**src/rtl/serial_add_ctrl_pkg.sv**
```systemverilog
// serial_add_ctrl_pkg: shared FSM states, default width and counter sizing
package serial_add_ctrl_pkg;
  localparam int WIDTH_DEF = 8;
  typedef enum logic [1:0] {IDLE, SHIFT, DONE} state_t;
  function automatic int cnt_w(input int w);
    return $clog2(w) + 1;
  endfunction
endpackage

```
**src/rtl/serial_add_ctrl_fa_bit.sv**
```systemverilog
// fa_bit: one-bit combinational full adder
module fa_bit (
  input  logic a,
  input  logic b,
  input  logic ci,
  output logic s,
  output logic co
);
  assign s  = a ^ b ^ ci;
  assign co = (a & b) | (ci & (a ^ b));
endmodule

```
**src/rtl/serial_add_ctrl.sv**
```systemverilog
// serial_add_ctrl: LSB-first bit-serial adder driven by an IDLE/SHIFT/DONE FSM
module serial_add_ctrl
  import serial_add_ctrl_pkg::*;
#(
  parameter int WIDTH = WIDTH_DEF
) (
  input  logic             clk,
  input  logic             rst_n,
  input  logic             start,
  input  logic [WIDTH-1:0] a_in,
  input  logic [WIDTH-1:0] b_in,
  input  logic             cin_in,
  output logic             busy,
  output logic             done,
  output logic [WIDTH-1:0] sum_out,
  output logic             cout_out
);
  localparam int CW = cnt_w(WIDTH);
  state_t state;
  logic [WIDTH-1:0] a_sr, b_sr, res;
  logic [CW-1:0] cnt;
  logic carry, s, co;
  fa_bit u_fa (.a(a_sr[0]), .b(b_sr[0]), .ci(carry), .s(s), .co(co));
  // FSM, datapath shift registers and registered outputs; outputs only load when leaving DONE
  always_ff @(posedge clk or negedge rst_n) begin
    if (!rst_n) begin
      state    <= IDLE;
      a_sr     <= '0;
      b_sr     <= '0;
      res      <= '0;
      cnt      <= '0;
      carry    <= 1'b0;
      busy     <= 1'b0;
      done     <= 1'b0;
      sum_out  <= '0;
      cout_out <= 1'b0;
    end else begin
      done <= 1'b0;
      case (state)
        IDLE: if (start) begin
          a_sr  <= a_in;
          b_sr  <= b_in;
          carry <= cin_in;
          cnt   <= '0;
          busy  <= 1'b1;
          state <= SHIFT;
        end
        SHIFT: begin
          res   <= {s, res[WIDTH-1:1]};
          a_sr  <= a_sr >> 1;
          b_sr  <= b_sr >> 1;
          carry <= co;
          cnt   <= cnt + CW'(1);
          state <= (cnt == CW'(WIDTH - 1)) ? DONE : SHIFT;
        end
        DONE: begin
          sum_out  <= res;
          cout_out <= carry;
          done     <= 1'b1;
          busy     <= 1'b0;
          state    <= IDLE;
        end
        default: state <= IDLE;
      endcase
    end
  end
endmodule

```
**config.mk**
```make
export PLATFORM = sky130hd
export DESIGN_NAME = serial_add_ctrl
export DESIGN_NICKNAME = d
export VERILOG_FILES = /design/src/rtl/serial_add_ctrl_pkg.sv /design/src/rtl/serial_add_ctrl_fa_bit.sv /design/src/rtl/serial_add_ctrl.sv
export SDC_FILE = /design/constraint.sdc
export NUM_CORES = 1
export LEC_CHECK = 0
export CAP_MARGIN = 20
export CORE_UTILIZATION = 28
export CTS_CLUSTER_DIAMETER = 30
export DETAILED_ROUTE_END_ITERATION = 10
export HOLD_SLACK_MARGIN = 0.08
export RECOVER_POWER = 25
export SKIP_CTS_REPAIR_TIMING = 1
export SYNTH_ARGS = -nofsm -noshare
export SYNTH_HDL_FRONTEND = slang
export SYNTH_SLANG_ARGS = --single-unit
```
**constraint.sdc**
```tcl
create_clock -name clk -period 1.1 [get_ports clk]
set_input_delay 0.22 -clock clk [delete_from_list [all_inputs] [get_ports clk]]
set_output_delay 0.22 -clock clk [all_outputs]
set_load 0.005 [all_outputs]
```
After elaboration in Yosys (flattened, before gate mapping)
Index checks and enable logic that the tools add are counted.
W data, S select, Z words.
- flip-flop bits (word level): 42
- bits of input ports: 20
- add/sub/neg operators: 1
- eq/ne operators: 4
- multiplexer cells: 14
- bitwise operators: 5
- reduce and logical (&&, ||, !) cells: 5
- operator list (cell ; count):
    $pmux W8 S2 ; 2
    $mux W8 ; 2
    $pmux W4 S2 ; 1
    $add A4 B1 Y4 const B ; 1
    $eq A4 B3 Y1 const B ; 1
    $mux W2 ; 2
    $mux W4 ; 1
    $pmux W1 S2 ; 2
    $pmux W2 S2 ; 1
    $reduce_and A2 Y1 ; 2
    $reduce_bool A2 Y1 ; 2
    $mux W1 ; 3
    $and A1 B1 Y1 ; 2
    $eq A2 B1 Y1 const B ; 1
    $eq A2 B2 Y1 const B ; 1
    $logic_not A2 Y1 ; 1
    $ne A2 B2 Y1 const B ; 1
    $xor A1 B1 Y1 ; 2
    $or A1 B1 Y1 ; 1

Longest topological paths before layout
- depth in word-level cells: 4
- depth in mapped cells: 5
- mapped depth without buffers: 4

Cells and area by module
From an unflattened synthesis, not the netlist that was laid out.
- cells, all modules: 163
- area, all modules: 1814.2 um2
- by module, submodules not included (module ; instances ; cells an instance ; area an instance (um2) ; seq. area each (um2)):
    serial_add_ctrl ; 1 ; 162 ; 1794.2 ; 1051.0
    fa_bit ; 1 ; 1 ; 20.0 ; 0.0

Least setup slack after synthesis
Ideal clock, no wire load.
- kind: register to register
- start: reg state[0]
- end: reg sum_out[0]
- setup time: 0.128 ns
- data arrival time: 1.041 ns
- setup slack: -0.069 ns
- stages on the path, launching flop included: 4
- path buffers: 1
- period minus slack after synthesis: 1.169 ns
- cells stage by stage: dfrtp_1 nor2b_1 buf_4 mux2_1
- longest elaborated chain between the ends: 1
- RTL lines (element ; line ; text):
    start: declaration ; serial_add_ctrl.sv:19 ; state_t state;
    start signal: assignment ; serial_add_ctrl.sv:54 ; state <= (cnt == CW'(WIDTH - 1)) ? DONE : SHIFT;
    $eq A2 B2 Y1 ; serial_add_ctrl.sv:39 ; case (state)
    end signal: assignment ; serial_add_ctrl.sv:57 ; sum_out <= res;
    end: declaration ; serial_add_ctrl.sv:15 ; output logic [WIDTH-1:0] sum_out,
Every way passes these cells.
A chain may end at the register's enable or synchronous reset.

Worst setup path in the final report
- start: reg state[0]
- end: reg sum_out[5]
The elaborated chain is that of the path after synthesis.

==> impl_metrics.yaml <==
run_status:
  status: "complete, but fails checks"
  violations: "negative setup slack"
yosys:
  ys_types: 28
  yosysTopAreaCell: "dfrtp_1"
  ys_top_cells_by_area: "dfrtp_1 58%, nand2_1 7.2%, a22oi_1 5.8%"
  synth_area_mm2: 0.00182
  synthFlopType: "dfrtp_1"
  synth_fp_nets: 194
  avgSynthCellArea_um2: 10.6
  ys_seq_elements: 42
  synth_most_common_cell: "dfrtp_1"
  yosysWarnings: 0
  seq_area_frac_synth_pct: 57.7
  synth_common_cells: "42 x dfrtp_1, 35 x nand2_1, 15 x o21ai_0"
  synthArstFlopShare_pct: 100
  netlist_instances: 172
  synth_edf_count: 0
  netlist.area_leader.share_pct: 57.7
floorplan:
  die_area_mm2: 0.00684
  die_h_um: 82.7
  die_width_um: 82.7
  placement_rows: 29
  io_pins: 31
  start_util_pct: 28.9
  core-area_mm2: 0.00631
clock_tree:
  cts_made_buffers: 5
  clkTransAtPathRegs_ns: 0.08
  clkSinkCount: 42
  clk_path_buf_depth: 2
  cts-root-buf: "clkbuf_8"
  clk_latency_ns: 0.29
  cts_tree: "built"
  htree_num_levels: 2
sta:
  hold_slack_ns: 0.443
  period_share_pct: 113
  setup_ws_ns: -0.141
  rsz0062_at_grt: "yes"
  finalCriticalPeriod_ns: 1.24
  max_freq_mhz: 806
  slew_violations: 0
  max-slew-margin-rel_pct: 64.2
  fin_worst_skew_ns: 0.00400
  tightest_slew_ns: 0.537
  setup_viol: 38
  finalHoldViolCount: 0
route:
  drt.antenna.violating_nets: 0
  vias: 1470
  routed_wl_um: 4070
  dr.pass1.iters: 4
  remaining_drc_errors: 0
  wire_per_inst_um: 13.2
  vias_per_cell: 4.76
  first_iter_violations: 74
place:
  dp_hpwl_um: 2620
  place_ws_ns: -0.404
  place_area_mm2: 0.00235
  finalWeightedCongestion: 0.735
  port-buffer-count: 30
critical_path:
  cp-end-kind: "flop"
  cp.required_ns: 1.28
  criticalPathCategory: "flop to flop"
  crit_path_max_fanout: 7
  cpPeakStageDelay_ns: 0.48
  r2r_setup_slack_ns: -0.14
  arrival_ns: 1.42
  cp-start-kind: "flop"
  cpMaxStageDelayCell: "dfrtp_2"
  crit_chain: "nor2b_2 > buf_6 > mux2_1"
layout:
  syn_to_final_growth_pct: 50.7
  fin_area_mm2: 0.00275
  diodes: 0
  drive_gt1_share_pct: 31.5
  nets: 253
worst_hold_path:
  min-delay-path-class: "primary input to flop"
grt:
  grt_pass1_wl_um: 6490
  grt_max_degree: 43
  grt_usage_pct: 12.7
  antenna_found_initial: 0
  grt_remaining_overflow: 0
  grt_pass1_vias: 1369
job:
  drv_cap: 0
power:
  ir_drop_mv: 1.05
  p_leak_nw: 1.38
  powerDensity_mw_per_mm2: 2460
-- cell type report --
cell class	count	area, um^2
tap	77	96.3
multi-input combinational	118	837
clock inverter	2	12.5
sequential	42	1050
fill	628	3570
inverter	1	16.3
clock buffer	6	82.6
timing repair buffer	63	649
-- final timing paths --
path / startpoint / end / cells past startpoint
setup / recovery: state[0] / sum_out[5] / 3
hold / removal: start / busy / 4
setup reg to reg: state[0] / sum_out[5] / 3
hold reg to reg: sum_out[0] / sum_out[0] / 1
max in group asynchronous: rst_n / state[0] / 3
min in group asynchronous: rst_n / res[0] / 3
-- per-layer routing --
metal	wire length [um]	global-route usage, %
met1	1870	17.4
met2	1980	19.2
met3	155	2.86
met4	61	5.69
met5	0	0
-- power by group --
part	switching (mW)	internal [mW]
sequential	0.458	2.13
combinational	1.37	1.76
clock	0.538	0.505
total	2.37	4.39
-- critical path: cells and delay by family, from the launching register on --
family	cells	cell delay, ns
buf+inv	1	0.15
mux	1	0.33
simple gates	1	0.17
flops	1	0.48
-- cells by family (layout without fill, tap and decap cells) --
group	count (synthesis)	count (layout)	synth area share [%]
flops	42	42	57.7
simple gates	58	58	14.5
mux	10	10	6.11
buf+inv	12	72	3.98
fa+ha+maj	2	2	1.78
compound gates	48	48	16.0
-- registers in the layout (all words and copies together), names as in the netlist --
| name | cells |
|---|---|
| cout_out | 1 |
| a_sr | 8 |
| state | 2 |
| cnt | 4 |
| done | 1 |
| res | 8 |
| sum_out | 8 |
| busy | 1 |
| b_sr | 8 |
| carry | 1 |
-- placed cells by master (no fill, tap or decap), types with 2 or more instances in the layout --
cell type,count
buf_4,15
buf_12,2
a21oi_2,8
nor2b_4,3
nand2_2,2
nor2b_1,10
dlymetal6s2s_1,11
o21ai_1,16
a21oi_1,3
nor2_1,3
clkdlybuf4s50_1,17
buf_6,15
nand2_1,33
a22oi_1,5
nand3_1,2
mux2_1,8
a22oi_2,9
clkbuf_8,6
dfrtp_1,41
-- metrics by stage --
step	util [%]	cells	TNS, ns	power [mW]
after global placement	37.2	292	-7.86	4.87
after floorplan	-	172	-0.755	3.83
after detailed placement	37.2	292	-8.46	4.94
after CTS	38.7	300	-7.76	6.01
after global routing	43.5	309	-4.71	7.28
final	43.5	309	-2.61	6.76
No activity file was read; power rests on OpenSTA's default activity.
